`config.mk`:
```
export PLATFORM = sky130hd
export DESIGN_NAME = shipment_sequencer_flat
export DESIGN_NICKNAME = d
export VERILOG_FILES = /design/src/rtl/shipment_pkg.sv /design/src/rtl/shipment_sequencer_if.sv /design/src/rtl/shipment_timer.sv /design/src/rtl/shipment_sequencer.sv /design/src/flat_wrapper.sv
export SDC_FILE = /design/constraint.sdc
export NUM_CORES = 1
export LEC_CHECK = 0
export CORE_AREA = 2 2 76 78
export CTS_CLUSTER_SIZE = 30
export DETAILED_ROUTE_END_ITERATION = 8
export DIE_AREA = 0 0 78 80
export MAX_ROUTING_LAYER = met4
export PLACE_DENSITY = 0.58
export SYNTH_ARGS = -nofsm -noshare
export SYNTH_HDL_FRONTEND = slang
export SYNTH_SLANG_ARGS = --single-unit
```
`constraint.sdc`:
```
create_clock -name clk -period 2.5 [get_ports clk]
set_input_delay 0.375 -clock clk [delete_from_list [all_inputs] [get_ports clk]]
set_output_delay 0.375 -clock clk [all_outputs]
set_load 0.03 [all_outputs]
```
`src/rtl/shipment_pkg.sv`:
```
// Shared types and defaults for the shipment sequencer slice.
// Latency: n/a (types and constants only).
// Backpressure: n/a.
// Ports: none. Provides state_t, the STAGE_CYCLES/CUSTOMS_TIMEOUT defaults and the timer width.
package shipment_pkg;

  typedef enum logic [2:0] {
    IDLE,
    CUSTOMS,
    STAGING,
    TRANSIT,
    ARRIVED,
    REJECT
  } state_t;

  localparam int STAGE_CYCLES_DEF    = 4;
  localparam int CUSTOMS_TIMEOUT_DEF = 16;
  localparam int TIMER_W             = 8;

endpackage

```
`src/rtl/shipment_sequencer_if.sv`:
```
// Bundles the parcel handshake, customs/truck/delivery events and status outputs.
// Latency: n/a (wiring only).
// Backpressure: parcel_valid/parcel_ready handshake; events are single-cycle pulses.
// Modports: master = upstream/environment side, slave = sequencer side.
interface shipment_sequencer_if #(
  parameter int COUNT_W = 16
);
  logic               parcel_valid;
  logic [7:0]         parcel_id;
  logic               parcel_ready;
  logic               inspect_pass;
  logic               inspect_fail;
  logic               truck_slot;
  logic               truck_arrived;
  logic               delivery_confirmed;
  logic               customs_cleared;
  logic               transit_ready;
  logic               arrived_on_truck;
  logic [7:0]         active_id;
  logic               rejected;
  logic [COUNT_W-1:0] delivered_count;

  modport master (
    output parcel_valid, parcel_id, inspect_pass, inspect_fail,
           truck_slot, truck_arrived, delivery_confirmed,
    input  parcel_ready, customs_cleared, transit_ready, arrived_on_truck,
           active_id, rejected, delivered_count
  );

  modport slave (
    input  parcel_valid, parcel_id, inspect_pass, inspect_fail,
           truck_slot, truck_arrived, delivery_confirmed,
    output parcel_ready, customs_cleared, transit_ready, arrived_on_truck,
           active_id, rejected, delivered_count
  );
endinterface

```
`src/rtl/shipment_timer.sv`:
```
// Loadable 8-bit down-counter with terminal-count flag; holds at zero.
// Latency: value updates on the edge after load/en; tc is combinational from the register.
// Backpressure: none; load has priority over enable.
// Ports: clk, rst (async high), load, load_val, en in; tc out (value == 0).
module shipment_timer
  import shipment_pkg::*;
(
  input  logic               clk,
  input  logic               rst,
  input  logic               load,
  input  logic [TIMER_W-1:0] load_val,
  input  logic               en,
  output logic               tc
);

  logic [TIMER_W-1:0] value;

  always_ff @(posedge clk or posedge rst) begin
    if (rst) begin
      value <= '0;
    end else if (load) begin
      value <= load_val;
    end else if (en && (value != '0)) begin
      value <= value - 1'b1;
    end
  end

  assign tc = (value == '0);

endmodule

```
`src/rtl/shipment_sequencer.sv`:
```
// Walks one parcel at a time through customs, staging, transit and delivery confirmation.
// Latency: accept-to-IDLE minimum 5 cycles (STAGE_CYCLES=1, immediate responses); all outputs registered.
// Backpressure: parcel_ready is high only in IDLE; a single parcel is in flight at a time.
// Ports: clk, rst (async high), bus (shipment_sequencer_if.slave).
// Build option: define SHIPMENT_TIMEOUT_EN to auto-reject after CUSTOMS_TIMEOUT cycles in customs.
module shipment_sequencer
  import shipment_pkg::*;
#(
  parameter int STAGE_CYCLES    = STAGE_CYCLES_DEF,
  parameter int CUSTOMS_TIMEOUT = CUSTOMS_TIMEOUT_DEF,
  parameter int COUNT_W         = 16
)(
  input  logic                 clk,
  input  logic                 rst,
  shipment_sequencer_if.slave  bus
);

  if (STAGE_CYCLES < 1 || STAGE_CYCLES > 255) begin : g_stage_range
    $error("STAGE_CYCLES out of range 1..255");
  end
  if (CUSTOMS_TIMEOUT < 1 || CUSTOMS_TIMEOUT > 255) begin : g_timeout_range
    $error("CUSTOMS_TIMEOUT out of range 1..255");
  end

  // Timer counts down from N-1, so tc marks the N-th cycle in the state.
  localparam logic [TIMER_W-1:0] STAGE_LOAD = TIMER_W'(STAGE_CYCLES - 1);
`ifdef SHIPMENT_TIMEOUT_EN
  localparam logic [TIMER_W-1:0] TIMEOUT_LOAD = TIMER_W'(CUSTOMS_TIMEOUT - 1);
`endif

  state_t             state;
  logic               ready_q;
  logic               cleared_q;
  logic               transit_q;
  logic               arrived_q;
  logic               rejected_q;
  logic [7:0]         id_q;
  logic [COUNT_W-1:0] count_q;

  logic               tmr_load;
  logic [TIMER_W-1:0] tmr_val;
  logic               tmr_en;
  logic               tmr_tc;

  // One timer serves both phases: reloaded on customs entry (timeout build)
  // and again on the pass edge for staging.
  always_comb begin
    tmr_load = 1'b0;
    tmr_val  = STAGE_LOAD;
    tmr_en   = 1'b0;
    case (state)
`ifdef SHIPMENT_TIMEOUT_EN
      IDLE: begin
        if (bus.parcel_valid && ready_q) begin
          tmr_load = 1'b1;
          tmr_val  = TIMEOUT_LOAD;
        end
      end
`endif
      CUSTOMS: begin
        if (bus.inspect_pass && !bus.inspect_fail) begin
          tmr_load = 1'b1;
          tmr_val  = STAGE_LOAD;
        end
`ifdef SHIPMENT_TIMEOUT_EN
        else begin
          tmr_en = 1'b1;
        end
`endif
      end
      STAGING: tmr_en = 1'b1;
      default: ;
    endcase
  end

  shipment_timer u_timer (
    .clk      (clk),
    .rst      (rst),
    .load     (tmr_load),
    .load_val (tmr_val),
    .en       (tmr_en),
    .tc       (tmr_tc)
  );

  always_ff @(posedge clk or posedge rst) begin
    if (rst) begin
      state      <= IDLE;
      ready_q    <= 1'b1;
      cleared_q  <= 1'b0;
      transit_q  <= 1'b0;
      arrived_q  <= 1'b0;
      rejected_q <= 1'b0;
      id_q       <= '0;
      count_q    <= '0;
    end else begin
      rejected_q <= 1'b0;
      case (state)
        IDLE: begin
          if (bus.parcel_valid && ready_q) begin
            id_q    <= bus.parcel_id;
            ready_q <= 1'b0;
            state   <= CUSTOMS;
          end
        end
        CUSTOMS: begin
          // Fail outranks pass; either outranks the timeout on the same cycle.
          if (bus.inspect_fail) begin
            rejected_q <= 1'b1;
            state      <= REJECT;
          end else if (bus.inspect_pass) begin
            cleared_q <= 1'b1;
            state     <= STAGING;
          end
`ifdef SHIPMENT_TIMEOUT_EN
          else if (tmr_tc) begin
            rejected_q <= 1'b1;
            state      <= REJECT;
          end
`endif
        end
        STAGING: begin
          if (tmr_tc && bus.truck_slot) begin
            transit_q <= 1'b1;
            state     <= TRANSIT;
          end
        end
        TRANSIT: begin
          if (bus.truck_arrived) begin
            arrived_q <= 1'b1;
            state     <= ARRIVED;
          end
        end
        ARRIVED: begin
          if (bus.delivery_confirmed) begin
            if (count_q != '1) begin
              count_q <= count_q + 1'b1;
            end
            cleared_q <= 1'b0;
            transit_q <= 1'b0;
            arrived_q <= 1'b0;
            ready_q   <= 1'b1;
            state     <= IDLE;
          end
        end
        REJECT: begin
          ready_q <= 1'b1;
          state   <= IDLE;
        end
        default: begin
          ready_q <= 1'b1;
          state   <= IDLE;
        end
      endcase
    end
  end

  assign bus.parcel_ready     = ready_q;
  assign bus.customs_cleared  = cleared_q;
  assign bus.transit_ready    = transit_q;
  assign bus.arrived_on_truck = arrived_q;
  assign bus.active_id        = id_q;
  assign bus.rejected         = rejected_q;
  assign bus.delivered_count  = count_q;

endmodule
```
`src/flat_wrapper.sv`:
```
// flat-port wrapper written by rule: the top's interface ports become plain ports
module shipment_sequencer_flat import shipment_pkg::*;
#(
  parameter int STAGE_CYCLES    = STAGE_CYCLES_DEF,
  parameter int CUSTOMS_TIMEOUT = CUSTOMS_TIMEOUT_DEF,
  parameter int COUNT_W         = 16
)
  (clk, rst, bus_parcel_valid, bus_parcel_id, bus_inspect_pass, bus_inspect_fail, bus_truck_slot, bus_truck_arrived, bus_delivery_confirmed, bus_parcel_ready, bus_customs_cleared, bus_transit_ready, bus_arrived_on_truck, bus_active_id, bus_rejected, bus_delivered_count);
  shipment_sequencer_if #(.COUNT_W(COUNT_W)) bus_i ();
  input  logic clk;
  input  logic rst;
  input wire logic [$bits(bus_i.parcel_valid)-1:0] bus_parcel_valid;
  input wire logic [$bits(bus_i.parcel_id)-1:0] bus_parcel_id;
  input wire logic [$bits(bus_i.inspect_pass)-1:0] bus_inspect_pass;
  input wire logic [$bits(bus_i.inspect_fail)-1:0] bus_inspect_fail;
  input wire logic [$bits(bus_i.truck_slot)-1:0] bus_truck_slot;
  input wire logic [$bits(bus_i.truck_arrived)-1:0] bus_truck_arrived;
  input wire logic [$bits(bus_i.delivery_confirmed)-1:0] bus_delivery_confirmed;
  output wire logic [$bits(bus_i.parcel_ready)-1:0] bus_parcel_ready;
  output wire logic [$bits(bus_i.customs_cleared)-1:0] bus_customs_cleared;
  output wire logic [$bits(bus_i.transit_ready)-1:0] bus_transit_ready;
  output wire logic [$bits(bus_i.arrived_on_truck)-1:0] bus_arrived_on_truck;
  output wire logic [$bits(bus_i.active_id)-1:0] bus_active_id;
  output wire logic [$bits(bus_i.rejected)-1:0] bus_rejected;
  output wire logic [$bits(bus_i.delivered_count)-1:0] bus_delivered_count;
  assign bus_i.parcel_valid = bus_parcel_valid;
  assign bus_i.parcel_id = bus_parcel_id;
  assign bus_i.inspect_pass = bus_inspect_pass;
  assign bus_i.inspect_fail = bus_inspect_fail;
  assign bus_i.truck_slot = bus_truck_slot;
  assign bus_i.truck_arrived = bus_truck_arrived;
  assign bus_i.delivery_confirmed = bus_delivery_confirmed;
  assign bus_parcel_ready = bus_i.parcel_ready;
  assign bus_customs_cleared = bus_i.customs_cleared;
  assign bus_transit_ready = bus_i.transit_ready;
  assign bus_arrived_on_truck = bus_i.arrived_on_truck;
  assign bus_active_id = bus_i.active_id;
  assign bus_rejected = bus_i.rejected;
  assign bus_delivered_count = bus_i.delivered_count;
  shipment_sequencer #(.STAGE_CYCLES(STAGE_CYCLES), .CUSTOMS_TIMEOUT(CUSTOMS_TIMEOUT), .COUNT_W(COUNT_W)) u_core (.clk(clk), .rst(rst), .bus(bus_i));
endmodule
```
Yosys cells after proc, flatten, opt, wreduce, memory -nomap -nowiden
Cells that the tools add are included.
{ "totals": {"wordCells": 69, "out_inout_bits": 29, "in_bits": 16, "register_bits": 40} }
{ "classes": {"n_reduce_logical": 20, "n_addsub": 2, "n_bitwise": 1, "n_eq_ne": 12, "mux": 25} }
{ "ops": {"columns": ["op", "count"], "rows": [
  ["$mux W3", 6],
  ["$add A16 B1 Y16 const B", 1],
  ["$mux W8", 2],
  ["$ne A16 B16 Y1 const B", 1],
  ["$pmux W3 S5", 1],
  ["$mux W1", 12],
  ["$reduce_and A3 Y1", 4],
  ["$logic_not A8 Y1", 1],
  ["$ne A2 B2 Y1 const B", 4],
  ["$reduce_bool A2 Y1", 4],
  ["$reduce_bool A8 Y1", 1],
  ["$sub A8 B1 Y8 const B", 1],
  ["$eq A3 B2 Y1 const B", 2],
  ["$pmux W1 S2", 3],
  ["$reduce_and A5 Y1", 1],
  ["$logic_and A1 B1 Y1", 4],
  ["$ne A2 B1 Y1 const B", 2],
  ["$reduce_and A4 Y1", 1],
  ["$eq A3 B1 Y1 const B", 1],
  ["$eq A3 B3 Y1 const B", 1],
  ["$logic_not A3 Y1", 1],
  ["$ne A3 B3 Y1 const B", 1],
  ["$pmux W1 S3", 1],
  ["$reduce_or A3 Y1", 1],
  ["3 further kinds", 3]
]} }

Depth between registers and ports, before layout
Gate-level depths: netlist of run 1.
{ "logic_depth": {"ltp_word": 5, "depth_mapped": 7, "mapped_depth_nobuf": 6} }

By module
Synthesis of run 1 repeated with hierarchy kept, for this count alone.
{ "hier_totals": {"cells_unflattened": 197, "hier_area_um2": 2103.3} }
{ "by_module_without_submodules": {"columns": ["mod", "cells_per_inst", "area_each_um2", "instances", "seq_area_each_um2"], "rows": [
  ["shipment_sequencer", 144, 1607.8, 1, 802.0],
  ["shipment_timer", 53, 495.5, 1, 200.2]
]} }

Least setup slack after synthesis of run 1
No wires, ideal clock.
{ "synth_path": {"kind": "reg2reg", "from": "reg u_core.count_q[0] (netlist: u_core.bus.delivered_count[0])", "to": "reg u_core.count_q[1] (netlist: u_core.bus.delivered_count[1])", "setup_time_ns": 0.125, "path_stages_with_launch": 6, "t_arrival_ns": 1.825, "period_less_slack_ns": 1.949, "setup_slack_ns": 0.551, "required_ns": 2.375, "path_buffers": 0, "cell_sequence": "dfrtp_1 -> ha_1 -> nand3_2 -> nor4_4 -> nor2_1 -> mux2_2"} }
{ "synth_via": {"elab_chain_len": 2, "elab_cells_between_ends": 3, "cone_classes": "add/sub (1); eq/ne (1); reduce/logical (1)"} }
{ "synth_lines": {"columns": ["element", "line", "source"], "rows": [
  ["from (decl)", "shipment_sequencer.sv:38", "logic [COUNT_W-1:0] count_q;"],
  ["from (signal assigned)", "shipment_sequencer.sv:136", "count_q <= count_q + 1'b1;"],
  ["branches (longest 2 deep; another with $add A16 B1 Y16)", null, null]
]} }
Several ways; the timed one is not identified.
A chain may end at the register's enable or synchronous reset.

Worst setup path in the final report of run 1
Ends and elaborated chain as after synthesis.

==> results of run 1 <==
## cell type report
type	instances	area, um2	share of cell area [%]
Sequential cell	40	1000	38.6
Inverter	5	18.8	0.724
Timing Repair Buffer	46	455	17.6
Tap cell	72	90.1	3.47
Multi-Input combinational cell	124	920	35.5
Clock inverter	2	35.0	1.35
Clock buffer	6	72.6	2.80
## layout by cell type, fill, tap and decap left out, types with 4 or more instances in the layout
master and n:
clkbuf_8 5, a21oi_1 5, dfrtp_1 39, mux2_2 9, nor3_1 5, clkdlybuf4s50_1 44
nor4_1 6, xor2_1 17, or4_1 4, nand3_1 4, nand2_1 10, inv_1 5
nor2_1 17, nand4_1 5
## state kept, by name (all words and copies together), names as in the netlist
| register | cells |
|---|---|
| u_core.bus.customs_cleared | 1 |
| u_core.bus.arrived_on_truck | 1 |
| u_core.state | 3 |
| u_core.bus.transit_ready | 1 |
| u_core.bus.active_id | 8 |
| u_core.bus.delivered_count | 16 |
| u_core.u_timer.value | 8 |
| u_core.bus.rejected | 1 |
| u_core.bus.parcel_ready | 1 |
## power by group
group	internal [W]	switching (W)	leakage [nW]
registers	0.000855	0.000231	0.510
clock network	0.000296	0.000226	0.0552
logic	0.000511	0.000584	0.551
## cells by family (layout without fill, tap and decap cells)
logic type | count (synthesis) | in the layout | share of synthesized area [%]
flops | 40 | 40 | 50.9
simple gates | 69 | 69 | 22.7
mux | 11 | 11 | 6.16
buf+inv | 10 | 59 | 2.41
xor+xnor | 20 | 20 | 8.89
fa+ha+maj | 3 | 3 | 1.91
compound gates | 21 | 21 | 7.05
## routing by layer
layer / vias to the layer above / part of all wire [%] / track usage, %
li1: 724 / - / -
met1: 735 / 52 / 19.1
met2: 37 / 42 / 19.7
met3: 6 / 4.7 / 3.28
met4: 0 / 1.1 / 4.21
met5: - / 0 / -
## worst max path at each step
| stage | startpoint | cells past startpoint | end |
|---|---|---|---|
| floorplan | u_core.bus.delivered_count[0]$_DFFE_PP0P_ | 5 | u_core.bus.delivered_count[1]$_DFFE_PP0P_ |
| global placement | bus_delivery_confirmed | 5 | u_core.bus.delivered_count[11]$_DFFE_PP0P_ |
| detailed placement | bus_delivery_confirmed | 5 | u_core.bus.delivered_count[11]$_DFFE_PP0P_ |
| CTS | u_core.bus.delivered_count[0]$_DFFE_PP0P_ | 5 | u_core.bus.delivered_count[1]$_DFFE_PP0P_ |
| global route | u_core.bus.delivered_count[0]$_DFFE_PP0P_ | 5 | u_core.bus.delivered_count[1]$_DFFE_PP0P_ |
| finish | u_core.bus.delivered_count[0]$_DFFE_PP0P_ | 5 | u_core.bus.delivered_count[1]$_DFFE_PP0P_ |
## worst max-delay path: cells and delay by family, from the launching register on
family,cells,cell delay [ps]
multiplexers,1,300
AND/OR/NAND/NOR,3,910
flip-flops,1,440
adder cells (fa/ha/maj),1,210
## metrics by stage
step	total power, W	cells	cell area, um2	setup WS, ps
2_1_floorplan	0.00181	174	1970	551
3_3_place_gp	0.00218	287	2490	390
3_5_place_dp	0.00220	287	2490	326
4_1_cts	0.00273	295	2590	508
5_1_grt	0.00289	295	2590	410
6_report	0.00270	295	2590	528
==> flow_summary.json, run 1 <==
{
  "outcome": "finished, final reports clean",
  "period_needed_ps": 1970,
  "synth_top_area_cell": "dfrtp_1",
  "yosysSeqAreaShare_pct": 50.9,
  "wirelength_mm": 3.98,
  "power.leakage_nw": 1.12,
  "slew_viol_final": 0,
  "cts_tree": "built",
  "yosysMostFrequentCell": "dfrtp_1",
  "power_density_mw_per_mm2": 1040,
  "drive_above_1_share_pct": 12.6,
  "max-vdd-ir-drop_uv": 412,
  "synth_nets": 193,
  "clock-sinks": 40,
  "whs_path_depth": 1,
  "start_util_pct": 36.4,
  "cpPeakStageDelay_ps": 560,
  "reg2reg_depth": 5,
  "path_cells": "ha_1 > nand3_2 > nor4_4 > nor2_1 > mux2_2",
  "synth.avg_cell_area_um2": 11.3,
  "ys_top_cells_by_area": "dfrtp_1 (50%), xor2_1 (7.6%), mux2_2 (5.1%)",
  "syn_inst": 174,
  "maxSlewHeadroom_pct": 57.6,
  "worstHoldPathType": "flip-flop to flip-flop",
  "synth_seq_cells": 40,
  "nFillCells": 517,
  "hold_end": "u_core.bus.delivered_count[15]$_DFFE_PP0P_",
  "clock_path_buffers": 2,
  "grt_first_pass_wirelength_mm": 6.68,
  "numCtsBuffers": 5,
  "synth-warning-count": 0,
  "max_freq_mhz": 507,
  "drcViolationCount": 0,
  "grt_pass1_vias": 1395,
  "grt.overflow.total": 0,
  "finClkSkew_ps": 5.89,
  "cp-end-kind": "flip-flop",
  "syn-cell-area_mm2": 0.00197,
  "finalHoldViolCount": 0,
  "cp.arrival_ps": 2140,
  "setup.worst_path.start_class": "flip-flop",
  "top_level_ports": 45,
  "path_clk_slew_ps": 80,
  "post_cts_buffers": 0,
  "n_antenna_cell": 0,
  "chipWidth_um": 78,
  "rows": 27,
  "htree_levels": 2,
  "min_period_over_period_pct": 78.9,
  "min-delay-start": "u_core.bus.delivered_count[15]$_DFFE_PP0P_",
  "drt_iter0_drc": 86,
  "rsz0062_at_grt": "no",
  "dieArea_mm2": 0.00624,
  "hpwl_mm": 2.80,
  "setup_violations": 0,
  "timing.setup.critical_path_class": "flip-flop to flip-flop",
  "reg2reg_setup_slack_ps": 530,
  "viasPerCell": 5.09,
  "synthTopCellsByCount": "dfrtp_1 (39), nor2_1 (17), xor2_1 (17)",
  "yosysTopAreaCellShare_pct": 49.6,
  "grt_max_degree": 41,
  "ys.flop_type": "dfrtp_1",
  "grt_antenna_before_repair": 0,
  "root_buffer": "clkbuf_8",
  "globalRouteTotalUtil_pct": 13.7,
  "worstPathRequired_ps": 2670,
  "final_util_pct": 48.0,
  "r2r_start": "u_core.bus.delivered_count[0]$_DFFE_PP0P_",
  "ys_types": 45,
  "gp_congestion": 0.775,
  "tightest_slew_ps": 631,
  "maxCapViolations": 0,
  "nets": 241,
  "vias": 1502,
  "core_area_mm2": 0.00541,
  "cp_max_fo": 9,
  "firstDrtPassIters": 4,
  "numPortBuffers": 44,
  "reg2reg_to": "u_core.bus.delivered_count[1]$_DFFE_PP0P_",
  "ant_nets": 0,
  "wl_per_cell_um": 13.5,
  "whs_ps": 499,
  "synth_edf_count": 0,
  "cts_resized": 0,
  "synthToLayoutAreaGrowth_pct": 31.7,
  "finalSetupTns_ps": 0,
  "synth_async_sr_flop_share_pct": 100,
  "clock_latency_ps": 290,
  "cts_hold_repair.buffers": 0,
  "die_y_um": 80,
  "crit_path_top_delay_cell": "nor4_4"
}
Note: power is estimated with default switching activity, not from simulation.
==> run 2, diff against run 1 <==
--- a/config.mk
+++ b/config.mk
@@ -10,7 +10,7 @@
 export DETAILED_ROUTE_END_ITERATION = 8
 export DIE_AREA = 0 0 78 80
 export MAX_ROUTING_LAYER = met4
-export PLACE_DENSITY = 0.58
+export PLACE_DENSITY = 0.61
 export SYNTH_ARGS = -nofsm -noshare
 export SYNTH_HDL_FRONTEND = slang
 export SYNTH_SLANG_ARGS = --single-unit
==> constraint.sdc (replaced) <==
create_clock -name clk -period 1.68 [get_ports clk]
set_input_delay 0.252 -clock clk [delete_from_list [all_inputs] [get_ports clk]]
set_output_delay 0.252 -clock clk [all_outputs]
set_load 0.03 [all_outputs]
==> run 2 against run 1 <==
The run now ends with negative setup slack left. Sequential cell count stayed put. Critical path depth stayed put. Setup slack worse by 550 ps. Total power is 71% higher. Clock power is 51% higher. Maximum frequency is 16% higher. Clock-buffer cell count is 1 lower. Worst hold slack worse by 190 ps. Sequential power is 42% higher. Critical endpoint is now u_core.u_timer.value[7]$_DFFE_PP0P_.
==> flow_summary.json, run 2 (same netlist as run 1, synthesis figures left out) <==
{
  "outcome": "finished, violations left",
  "violations": "negative setup slack",
  "drcViolationCount": 0,
  "path_clk_slew_ps": 80,
  "cts_hold_repair.buffers": 0,
  "grt_use_met2_pct": 23.7,
  "clock-sinks": 40,
  "gp_congestion": 0.785,
  "tightest_slew_ps": 400,
  "timing.setup.critical_path_class": "flip-flop to flip-flop",
  "cp-end-kind": "flip-flop",
  "nets": 284,
  "max-vdd-ir-drop_uv": 708,
  "use_met3_pct": 3.17,
  "r2r_start": "u_core.u_timer.value[2]$_DFFE_PP0P_",
  "cp_max_fo": 3,
  "synthToLayoutAreaGrowth_pct": 57.8,
  "path_cells": "buf_6 > nor4b_4 > o211ai_1 > or4_1 > a21oi_2",
  "wirelength_mm": 4.50,
  "clock_path_buffers": 2,
  "vias": 1685,
  "final_cell_mix": "buf_4 (40), clkdlybuf4s50_1 (33), dfrtp_1 (26)",
  "rows": 27,
  "finClkSkew_ps": 5.48,
  "worstPathRequired_ps": 1910,
  "crit_path_start": "u_core.u_timer.value[2]$_DFFE_PP0P_",
  "maxCapViolations": 0,
  "viasPerCell": 4.99,
  "final-instance-count-excl-fill": 338,
  "reg2reg_depth": 5,
  "layout_commonest_cell": "buf_4",
  "ant_nets": 0,
  "finalWorstSetupSlack_ps": -19.9,
  "globalRouteTotalUtil_pct": 14.7,
  "maxSlewHeadroom_pct": 73.1,
  "grt.overflow.total": 0,
  "n_antenna_cell": 0,
  "max_freq_mhz": 588,
  "numCtsBuffers": 5,
  "finalHoldViolCount": 0,
  "htree_levels": 2,
  "hpwl_mm": 3.06,
  "power.leakage_nw": 1.43,
  "grt_first_pass_wirelength_mm": 6.96,
  "top_usage_layer": "met2",
  "crit_path_top_delay_cell": "or4_1",
  "dp.cells": 319,
  "chipWidth_um": 78,
  "firstDrtPassIters": 5,
  "total_power_w": 0.00463,
  "core_area_mm2": 0.00541,
  "worstHoldPathType": "input pin to asynchronous set/reset pin",
  "rsz0062_at_grt": "yes",
  "power_density_mw_per_mm2": 1490,
  "largest_reg_flops": 16,
  "setup.worst_path.start_class": "flip-flop",
  "slew_viol_final": 0,
  "grt_pass1_vias": 1524,
  "start_util_pct": 36.4,
  "drive_above_1_share_pct": 38.0,
  "min_period_over_period_pct": 101,
  "grt_util_met1_pct": 18.5,
  "grt_max_degree": 41,
  "dieArea_mm2": 0.00624,
  "root_buffer": "clkbuf_8",
  "grt_antenna_before_repair": 0,
  "reg2reg_setup_slack_ps": -20,
  "period_needed_ps": 1700,
  "numPortBuffers": 44,
  "die_y_um": 80,
  "cts_tree": "built",
  "clock_latency_ps": 290,
  "reg2reg_to": "u_core.u_timer.value[7]$_DFFE_PP0P_",
  "cpPeakStageDelay_ps": 450,
  "drt_iter0_drc": 99,
  "final_util_pct": 57.5,
  "top_level_ports": 45,
  "cp.arrival_ps": 1930,
  "wl_per_cell_um": 13.3,
  "setup_violations": 3
}
run 2: metal layers:
layer	part of all wire, %	routed length [um]	up-vias
met3	4.1	186	7
li1	-	-	815
met4	0.98	44	0
met5	0	0	-
met2	47	2110	41
met1	48	2160	822
run 2: area by class of cell:
class	instances	area (um2)
clock buffer	5	68.8
clock inverter	3	42.5
fill	492	2300
inverter	5	18.8
multi-input combinational	124	1050
sequential	40	1020
tap	72	90.1
timing repair buffer	89	817
run 2: how the worst max path moves through the flow:
stage,to
2_1_floorplan,u_core.bus.delivered_count[1]$_DFFE_PP0P_
3_3_place_gp,u_core.bus.delivered_count[11]$_DFFE_PP0P_
3_5_place_dp,u_core.bus.delivered_count[11]$_DFFE_PP0P_
4_1_cts,u_core.u_timer.value[1]$_DFFE_PP0P_
5_1_grt,u_core.u_timer.value[4]$_DFFE_PP0P_
6_report,u_core.u_timer.value[7]$_DFFE_PP0P_
run 2: power breakdown:
group | total [W] | switching, W | internal [W] | leakage [nW]
clock network | 0.000790 | 0.000350 | 0.000440 | 0.0541
logic | 0.00229 | 0.00114 | 0.00115 | 0.884
registers | 0.00155 | 0.000268 | 0.00128 | 0.490
run 2: critical path, delay by kind of cell (launching register included):
kind	cells	cell delay [ps]
AOI/OAI and AO/OA	2	340
buffers and inverters	1	130
DFF	1	400
and+or+nand+nor	2	770
run 2: metrics by stage:
step           worst slack (ps)  hold WS [ps]  cell area, um2  setup TNS [ps]
6_report                  -19.9           306            3110           -41.1
5_1_grt                    -111           319            3110            -528
4_1_cts                  -0.416           309            2940          -0.416
3_5_place_dp               -304           488            2790           -1470
3_3_place_gp               -243           484            2790           -1130
2_1_floorplan             -63.5           356            2010            -124
run 2: what timing repair did:
action,CTS,global route
endpoints found under the setup margin,16,25
pin swaps,5,19
resized for setup,17,18
buffers inserted,3,9
